File: src/rtl/fp_pkg.sv
`default_nettype none
// +----------------------------------------------------------------------------+
// | fp_pkg : shared defaults, value classes and flag layout for the FP pipes    |
// | rev 1.0                                                                     |
// +----------------------------------------------------------------------------+
package fp_pkg;

   localparam int EXP_W_DEF = 8;
   localparam int MAN_W_DEF = 23;

   typedef enum logic [1:0] {
      CLS_ZERO = 2'd0,
      CLS_NORM = 2'd1,
      CLS_INF  = 2'd2,
      CLS_NAN  = 2'd3
   } fp_class_e;

   // Canonical NaN is {CNAN_SIGN, all-ones exponent, fraction MSB set, rest clear}
   localparam logic CNAN_SIGN = 1'b0;

   localparam int FLAG_INVALID   = 3;
   localparam int FLAG_OVERFLOW  = 2;
   localparam int FLAG_UNDERFLOW = 1;
   localparam int FLAG_INEXACT   = 0;

   function automatic int fp_bias(input int exp_w);
      return (1 << (exp_w - 1)) - 1;
   endfunction

endpackage
`default_nettype wire

File: src/rtl/fp_mul_round.sv
`default_nettype none
// +----------------------------------------------------------------------------+
// | fp_mul_round : normalise, round-to-nearest-even, range check and pack       |
// | rev 1.0                                                                     |
// +----------------------------------------------------------------------------+
module fp_mul_round
   import fp_pkg::*;
#(
   parameter int EXP_W = EXP_W_DEF,
   parameter int MAN_W = MAN_W_DEF
) (
   input  logic                   sign_i,
   input  fp_class_e              cls_i,
   input  logic                   invalid_i,
   input  logic [EXP_W+1:0]       exp_i,
   input  logic [2*MAN_W+1:0]     prod_i,
   output logic [EXP_W+MAN_W:0]   p_o,
   output logic [3:0]             flags_o
);

   localparam int EW2 = EXP_W + 2;
   localparam int PW  = 2 * MAN_W + 2;
   localparam logic [EW2-1:0] EXP_ONE = {{(EW2-1){1'b0}}, 1'b1};
   localparam logic [EW2-1:0] EXP_MAX = {2'b00, {EXP_W{1'b1}}};

   logic               msb;
   logic [MAN_W-1:0]   frac_pre;
   logic               guard;
   logic               sticky;
   logic               round_up;
   logic [MAN_W:0]     frac_rnd;
   logic [EW2-1:0]     exp_n;
   logic [EW2-1:0]     exp_r;
   logic               ovf;
   logic               unf;

   assign msb = prod_i[PW-1];

   // A product in [2,4) drops one more bit into the guard/sticky window
   always_comb begin
      if (msb) begin
         frac_pre = prod_i[PW-2:MAN_W+1];
         guard    = prod_i[MAN_W];
         sticky   = |prod_i[MAN_W-1:0];
         exp_n    = exp_i + EXP_ONE;
      end else begin
         frac_pre = prod_i[PW-3:MAN_W];
         guard    = prod_i[MAN_W-1];
         sticky   = |prod_i[MAN_W-2:0];
         exp_n    = exp_i;
      end
   end

   assign round_up = guard & (sticky | frac_pre[0]);
   assign frac_rnd = {1'b0, frac_pre} + {{MAN_W{1'b0}}, round_up};
   assign exp_r    = frac_rnd[MAN_W] ? exp_n + EXP_ONE : exp_n;
   assign ovf      = $signed(exp_r) >= $signed(EXP_MAX);
   assign unf      = exp_r[EW2-1] | (exp_r == '0);

   always_comb begin
      p_o     = '0;
      flags_o = '0;
      case (cls_i)
         CLS_NAN: begin
            p_o                   = {CNAN_SIGN, {EXP_W{1'b1}}, 1'b1, {(MAN_W-1){1'b0}}};
            flags_o[FLAG_INVALID] = invalid_i;
         end
         CLS_INF:  p_o = {sign_i, {EXP_W{1'b1}}, {MAN_W{1'b0}}};
         CLS_ZERO: p_o = {sign_i, {EXP_W{1'b0}}, {MAN_W{1'b0}}};
         default: begin
            if (ovf) begin
               p_o                    = {sign_i, {EXP_W{1'b1}}, {MAN_W{1'b0}}};
               flags_o[FLAG_OVERFLOW] = 1'b1;
               flags_o[FLAG_INEXACT]  = 1'b1;
            end else if (unf) begin
               p_o                     = {sign_i, {EXP_W{1'b0}}, {MAN_W{1'b0}}};
               flags_o[FLAG_UNDERFLOW] = 1'b1;
               flags_o[FLAG_INEXACT]   = 1'b1;
            end else begin
               p_o                   = {sign_i, exp_r[EXP_W-1:0], frac_rnd[MAN_W-1:0]};
               flags_o[FLAG_INEXACT] = guard | sticky;
            end
         end
      endcase
   end

endmodule
`default_nettype wire

File: src/rtl/fp_mul_pipe.sv
`default_nettype none
// +----------------------------------------------------------------------------+
// | fp_mul_pipe : 3-stage FP multiplier, valid/ready, RNE, flush-to-zero        |
// | rev 1.0                                                                     |
// +----------------------------------------------------------------------------+
module fp_mul_pipe
   import fp_pkg::*;
#(
   parameter int EXP_W = EXP_W_DEF,
   parameter int MAN_W = MAN_W_DEF
) (
   input  logic                   clk,
   input  logic                   rst,
   input  logic                   in_valid,
   output logic                   in_ready,
   input  logic [EXP_W+MAN_W:0]   in_a,
   input  logic [EXP_W+MAN_W:0]   in_b,
   output logic                   out_valid,
   input  logic                   out_ready,
   output logic [EXP_W+MAN_W:0]   out_p,
   output logic [3:0]             out_flags
);

   localparam int EW2  = EXP_W + 2;
   localparam int PW   = 2 * MAN_W + 2;
   localparam int TOP  = EXP_W + MAN_W;
   localparam int BIAS = fp_bias(EXP_W);
   localparam logic [EW2-1:0] BIAS_E = BIAS[EW2-1:0];

   function automatic fp_class_e classify(input logic [EXP_W-1:0] e, input logic [MAN_W-1:0] f);
      if (e == '0) return CLS_ZERO;
      if (e != '1) return CLS_NORM;
      return (f == '0) ? CLS_INF : CLS_NAN;
   endfunction

   logic               en;
   fp_class_e          cls_a;
   fp_class_e          cls_b;
   fp_class_e          cls_d;
   logic               inv_d;
   logic               sign_d;
   logic [EW2-1:0]     exp_d;

   logic               v1_q, v2_q, v3_q;
   logic               s1_sign_q, s2_sign_q;
   fp_class_e          s1_cls_q, s2_cls_q;
   logic               s1_inv_q, s2_inv_q;
   logic [EW2-1:0]     s1_exp_q, s2_exp_q;
   logic [MAN_W:0]     s1_ma_q, s1_mb_q;
   logic [PW-1:0]      s2_prod_q;
   logic [TOP:0]       p_q;
   logic [3:0]         flags_q;

   logic [TOP:0]       round_p;
   logic [3:0]         round_flags;

   // The whole pipe advances together; a held output stalls every stage
   assign en       = ~v3_q | out_ready;
   assign in_ready = en;

   assign cls_a  = classify(in_a[TOP-1:MAN_W], in_a[MAN_W-1:0]);
   assign cls_b  = classify(in_b[TOP-1:MAN_W], in_b[MAN_W-1:0]);
   assign sign_d = in_a[TOP] ^ in_b[TOP];
   assign exp_d  = {2'b00, in_a[TOP-1:MAN_W]} + {2'b00, in_b[TOP-1:MAN_W]} - BIAS_E;

   always_comb begin
      inv_d = 1'b0;
      if (cls_a == CLS_NAN || cls_b == CLS_NAN) begin
         cls_d = CLS_NAN;
      end else if ((cls_a == CLS_INF && cls_b == CLS_ZERO) ||
                   (cls_a == CLS_ZERO && cls_b == CLS_INF)) begin
         cls_d = CLS_NAN;
         inv_d = 1'b1;
      end else if (cls_a == CLS_INF || cls_b == CLS_INF) begin
         cls_d = CLS_INF;
      end else if (cls_a == CLS_ZERO || cls_b == CLS_ZERO) begin
         cls_d = CLS_ZERO;
      end else begin
         cls_d = CLS_NORM;
      end
   end

   always_ff @(posedge clk) begin
      if (en) begin
         s1_sign_q <= sign_d;
         s1_cls_q  <= cls_d;
         s1_inv_q  <= inv_d;
         s1_exp_q  <= exp_d;
         s1_ma_q   <= {1'b1, in_a[MAN_W-1:0]};
         s1_mb_q   <= {1'b1, in_b[MAN_W-1:0]};
         s2_sign_q <= s1_sign_q;
         s2_cls_q  <= s1_cls_q;
         s2_inv_q  <= s1_inv_q;
         s2_exp_q  <= s1_exp_q;
         s2_prod_q <= {{(MAN_W+1){1'b0}}, s1_ma_q} * {{(MAN_W+1){1'b0}}, s1_mb_q};
      end
   end

   always_ff @(posedge clk) begin
      if (rst) begin
         v1_q    <= 1'b0;
         v2_q    <= 1'b0;
         v3_q    <= 1'b0;
         p_q     <= '0;
         flags_q <= '0;
      end else if (en) begin
         v1_q    <= in_valid;
         v2_q    <= v1_q;
         v3_q    <= v2_q;
         p_q     <= round_p;
         flags_q <= round_flags;
      end
   end

   fp_mul_round #(
      .EXP_W (EXP_W),
      .MAN_W (MAN_W)
   ) u_round (
      .sign_i    (s2_sign_q),
      .cls_i     (s2_cls_q),
      .invalid_i (s2_inv_q),
      .exp_i     (s2_exp_q),
      .prod_i    (s2_prod_q),
      .p_o       (round_p),
      .flags_o   (round_flags)
   );

   assign out_valid = v3_q;
   assign out_p     = p_q;
   assign out_flags = flags_q;

endmodule
`default_nettype wire

File: config.mk
export PLATFORM = sky130hd
export DESIGN_NAME = fp_mul_pipe
export DESIGN_NICKNAME = d
export VERILOG_FILES = /design/src/rtl/fp_pkg.sv /design/src/rtl/fp_mul_round.sv /design/src/rtl/fp_mul_pipe.sv
export SDC_FILE = /design/constraint.sdc
export NUM_CORES = 2
export LEC_CHECK = 0
export CAP_MARGIN = 10
export CORE_ASPECT_RATIO = 1.1
export CORE_MARGIN = 1
export CORE_UTILIZATION = 65
export CTS_BUF_LIST = sky130_fd_sc_hd__clkbuf_2 sky130_fd_sc_hd__clkbuf_4 sky130_fd_sc_hd__clkbuf_8
export DETAILED_ROUTE_END_ITERATION = 8
export PLACE_DENSITY = 0.87
export SLEW_MARGIN = 20
export SYNTH_ARGS = -nofsm -noshare
export SYNTH_HDL_FRONTEND = slang
export SYNTH_SLANG_ARGS = --single-unit
File: constraint.sdc
create_clock -name clk -period 8.2 [get_ports clk]
set_input_delay 1.64 -clock clk [delete_from_list [all_inputs] [get_ports clk]]
set_output_delay 1.64 -clock clk [all_outputs]
set_load 0.02 [all_outputs]
==> impl_results.md <==
* #FFs+latches synth at between 150 and 200
* Final period util at 97.6%
* Setup TNS at 0 ps
* R2R Path End: s2_prod_q[47]
* Sink Count at approximately 160
* Ys Warns at 0
* Filler Cell Count at just under 3k
* Final #Nets at around 3.5k
* Post-synth EDFFs at 122
* Ys async rst share at 0%
* Status: finished clean
* H-tree depth at 4
* Longest Clk Path Bufs at 2
* IO Port Bufs at around 110
* Count of final setup violators at 0
* Peak Freq at 0.125 GHz
* Vias per std cell at about 6
* DP HPWL at between 50000 and 60000 microns
* Worst Tran Pin Value at around 1100 ps
* FF-to-FF Start: s1_mb_q[5]
* TritonCTS clock tree: done
* R2r worst-path depth at 23
* Fraction of layout cells with a size suffix above 1 at 3.97%
* Top-count cell post-synth: inv_1
* Critical Path Source: s1_mb_q[5]
* Layout overhead on the synthesized area at 8.37%
* FF/Latch Area at 4440 sq um
* Met2 wire len at 32100 microns
* DRC at 0
* PnR worst setup slack at 198 ps
* Critical path peak fanout at 24
* Num CTS Buffers at 17
* CP endpoint kind: flop
* Starting Density at 65.9%
* Seq/Total Area, Yosys at between 10% and 20%
* First-pass GRT wire length at roughly 110000 microns
* CP Class: reg -> reg
* CTS clock-pin slew for the worst setup and hold paths at 110 ps
* Syn_area_per_cell at approximately 9.6 sq um
* Synth top cells by count: inv_1, fa_1, nand2_1, and2_1, ha_1
* Most common flop cell mapped by yosys: edfxtp_1
* Final hold vios at 0
* RSZ-0062 raised after global routing: no
* IO Pins at about 110
* Final RePlAce weighted congestion at 1.06
* Pre-CTS setup slack at ~420 ps
* GRT Residual Overflow at 0
* Syn_nets at between 3k and 4k
* DR pass1 iterations at 8
* Multi-input gate area at around 19000 sq um
* GRT Util Overall at a little under two fifths
* Synth cell types at 70
* Worst Skew at 39.0 ps
* Post-synth top area cell: fa_1
* Total core area at about 39000 sq um
* Gate Count Post-Synth at roughly 2.7k
* Met3 WL post-DR at between 7000 and 8000 microns
* Max-Slew Margin vs Limit at about a quarter
* Postcts setup bufs at 0
* Post-Syn Area at approximately 26000 sq um
* Die Wd at around 190 microns
* Max-slew violation count at 0
* Largest net degree at the start of global routing at between 70 and 80
* Wire per inst at about 21 microns
* Minimum clock period at around 8000 ps
* Share of the synthesized area in the top cell type at 37.4%
* DRT iter0 DRCs at 1645
* Die Area at between 40000 and 50000 sq um
* Met1 WL at 26100 microns
* Die height at between 200 and 250 microns
* Worst endpoint required time at ~8500 ps
* Worst skew pair latency at 550 ps
* Critical Path End: s2_prod_q[47]
* CP Launch Type: flop
* R2R setup slack at ~200 ps
* Cell Rows at between 70 and 80
* Initial antenna violation count at 2
* Hold Crit Class: reg -> reg
* Top cells by area, synth: fa_1, edfxtp_1, ha_1
* Cts repair resizes at 0
* Max-cap violations at 0
* Util after Layout at just over 70%
* Wirelength, routed at around 69000 microns
* WP data arrival at between 8000 and 9000 ps
* CTS root buf: clkbuf_8
* Vias in the first global route at 20.8k
* Post-route ant nets at 0
* Hold_buf cts at 0
* DR top layer: met5
* Vias at about 19k
## layout make-up
cell class	instances	share of cell area (%)
clock buffers	17	0.836
repair buffers	165	5.37
multi-input cells	1826	66.9
diodes	1	0.00894
well taps	507	2.27
flip-flops and latches	161	15.9
clock inverters	15	0.765
inverters	590	7.95
## worst max-delay path, stage by stage (launching register included)
cell and delay [ps]:
edfxtp_1 1030, nand2_1 160, fa_1 520, inv_1 50, fa_1 480, inv_1 70, fa_1 460, fa_1 560
inv_1 70, fa_1 490, fa_1 490, inv_1 50, fa_1 520, inv_1 60, ha_1 360, a2111oi_0 470
o21ai_0 200, o21a_1 160, nand2_1 70, a2bb2oi_1 360, o31ai_1 210, a221o_1 400, a221oi_1 340, xnor2_1 110
## logic make-up after synthesis
kind of cell             count (synthesis)  share of synthesized area [%]
AO/OA/AOI/OAI                          221                           5.86
XOR/XNOR                               100                           3.39
adder cells (fa/ha/maj)                675                           46.8
buffers and inverters                  701                           10.3
flip-flops                             161                           17.2
multiplexers                            22                          0.867
AND/OR/NAND/NOR                        808                           15.6
## state kept, by name (all words and copies together), names as in the netlist
signal and cells:
out_flags 4, out_p 32, out_valid 1, s1_cls_q 2
s1_exp_q 10, s1_inv_q 1, s1_ma_q 23, s1_mb_q 23
s1_sign_q 1, s2_cls_q 2, s2_exp_q 10, s2_inv_q 1
s2_prod_q 48, s2_sign_q 1, v1_q 1, v2_q 1
## through the flow
step | cells | hold WS, ps | instance area [sq um]
after floorplan | 2688 | 400 | 25800
after global placement | 3249 | 401 | 27500
after detailed placement | 3249 | 405 | 27500
after CTS | 3281 | 427 | 28000
after global routing | 3281 | 434 | 28000
final | 3282 | 424 | 28000
## layout by cell type, fill, tap and decap left out, types with 4 or more instances in the layout
| master | Yosys | final |
|---|---|---|
| nand2_1 | 331 | 331 |
| nand2b_1 | 13 | 13 |
| nand4_1 | 20 | 20 |
| xor2_1 | 33 | 33 |
| edfxtp_1 | 122 | 122 |
| nor3_1 | 15 | 15 |
| ha_1 | 192 | 192 |
| a21o_1 | 20 | 20 |
| inv_1 | 587 | 586 |
| o21ai_0 | 38 | 38 |
| o21a_1 | 4 | 4 |
| and2_1 | 248 | 248 |
| fa_1 | 483 | 483 |
| a21oi_1 | 64 | 64 |
| o21bai_1 | 9 | 9 |
| or4_1 | 5 | 5 |
| and3_1 | 9 | 9 |
| clkdlybuf4s50_1 | 0 | 105 |
| or3_1 | 6 | 6 |
| nor4_1 | 26 | 24 |
| clkbuf_8 | 0 | 17 |
| dfxtp_1 | 39 | 39 |
| nand3_1 | 20 | 20 |
| nor2b_1 | 9 | 9 |
| o211ai_1 | 7 | 7 |
| nor2_1 | 89 | 89 |
| o31ai_1 | 5 | 5 |
| a31oi_1 | 8 | 8 |
| clkinv_8 | 0 | 4 |
| a211oi_1 | 5 | 5 |
| a22o_1 | 23 | 23 |
| mux2i_1 | 19 | 19 |
| buf_4 | 1 | 60 |
| xnor2_1 | 67 | 67 |
## worst min-delay path by stage
stage / start / endpoint / cells past startpoint
6_report: s1_exp_q[8] / s2_exp_q[8] / 0
5_1_grt: s1_exp_q[4] / s2_exp_q[4] / 0
4_1_cts: s1_exp_q[8] / s2_exp_q[8] / 0
3_5_place_dp: s1_cls_q[1] / s2_cls_q[1] / 0
3_3_place_gp: s1_exp_q[2] / s2_exp_q[2] / 0
2_1_floorplan: s1_cls_q[0] / s2_cls_q[0] / 0
## routing by layer
| layer | vias up | global-route usage, % |
|---|---|---|
| met3 | 213 | 9.94 |
| met4 | 4 | 17.1 |
| met2 | 1076 | 58.8 |
| li1 | 8402 | - |
| met5 | - | 0.868 |
| met1 | 9480 | 46.4 |
Power is not shown: default switching activity piles up to over one toggle a cycle in this logic, so the estimate is an artifact.
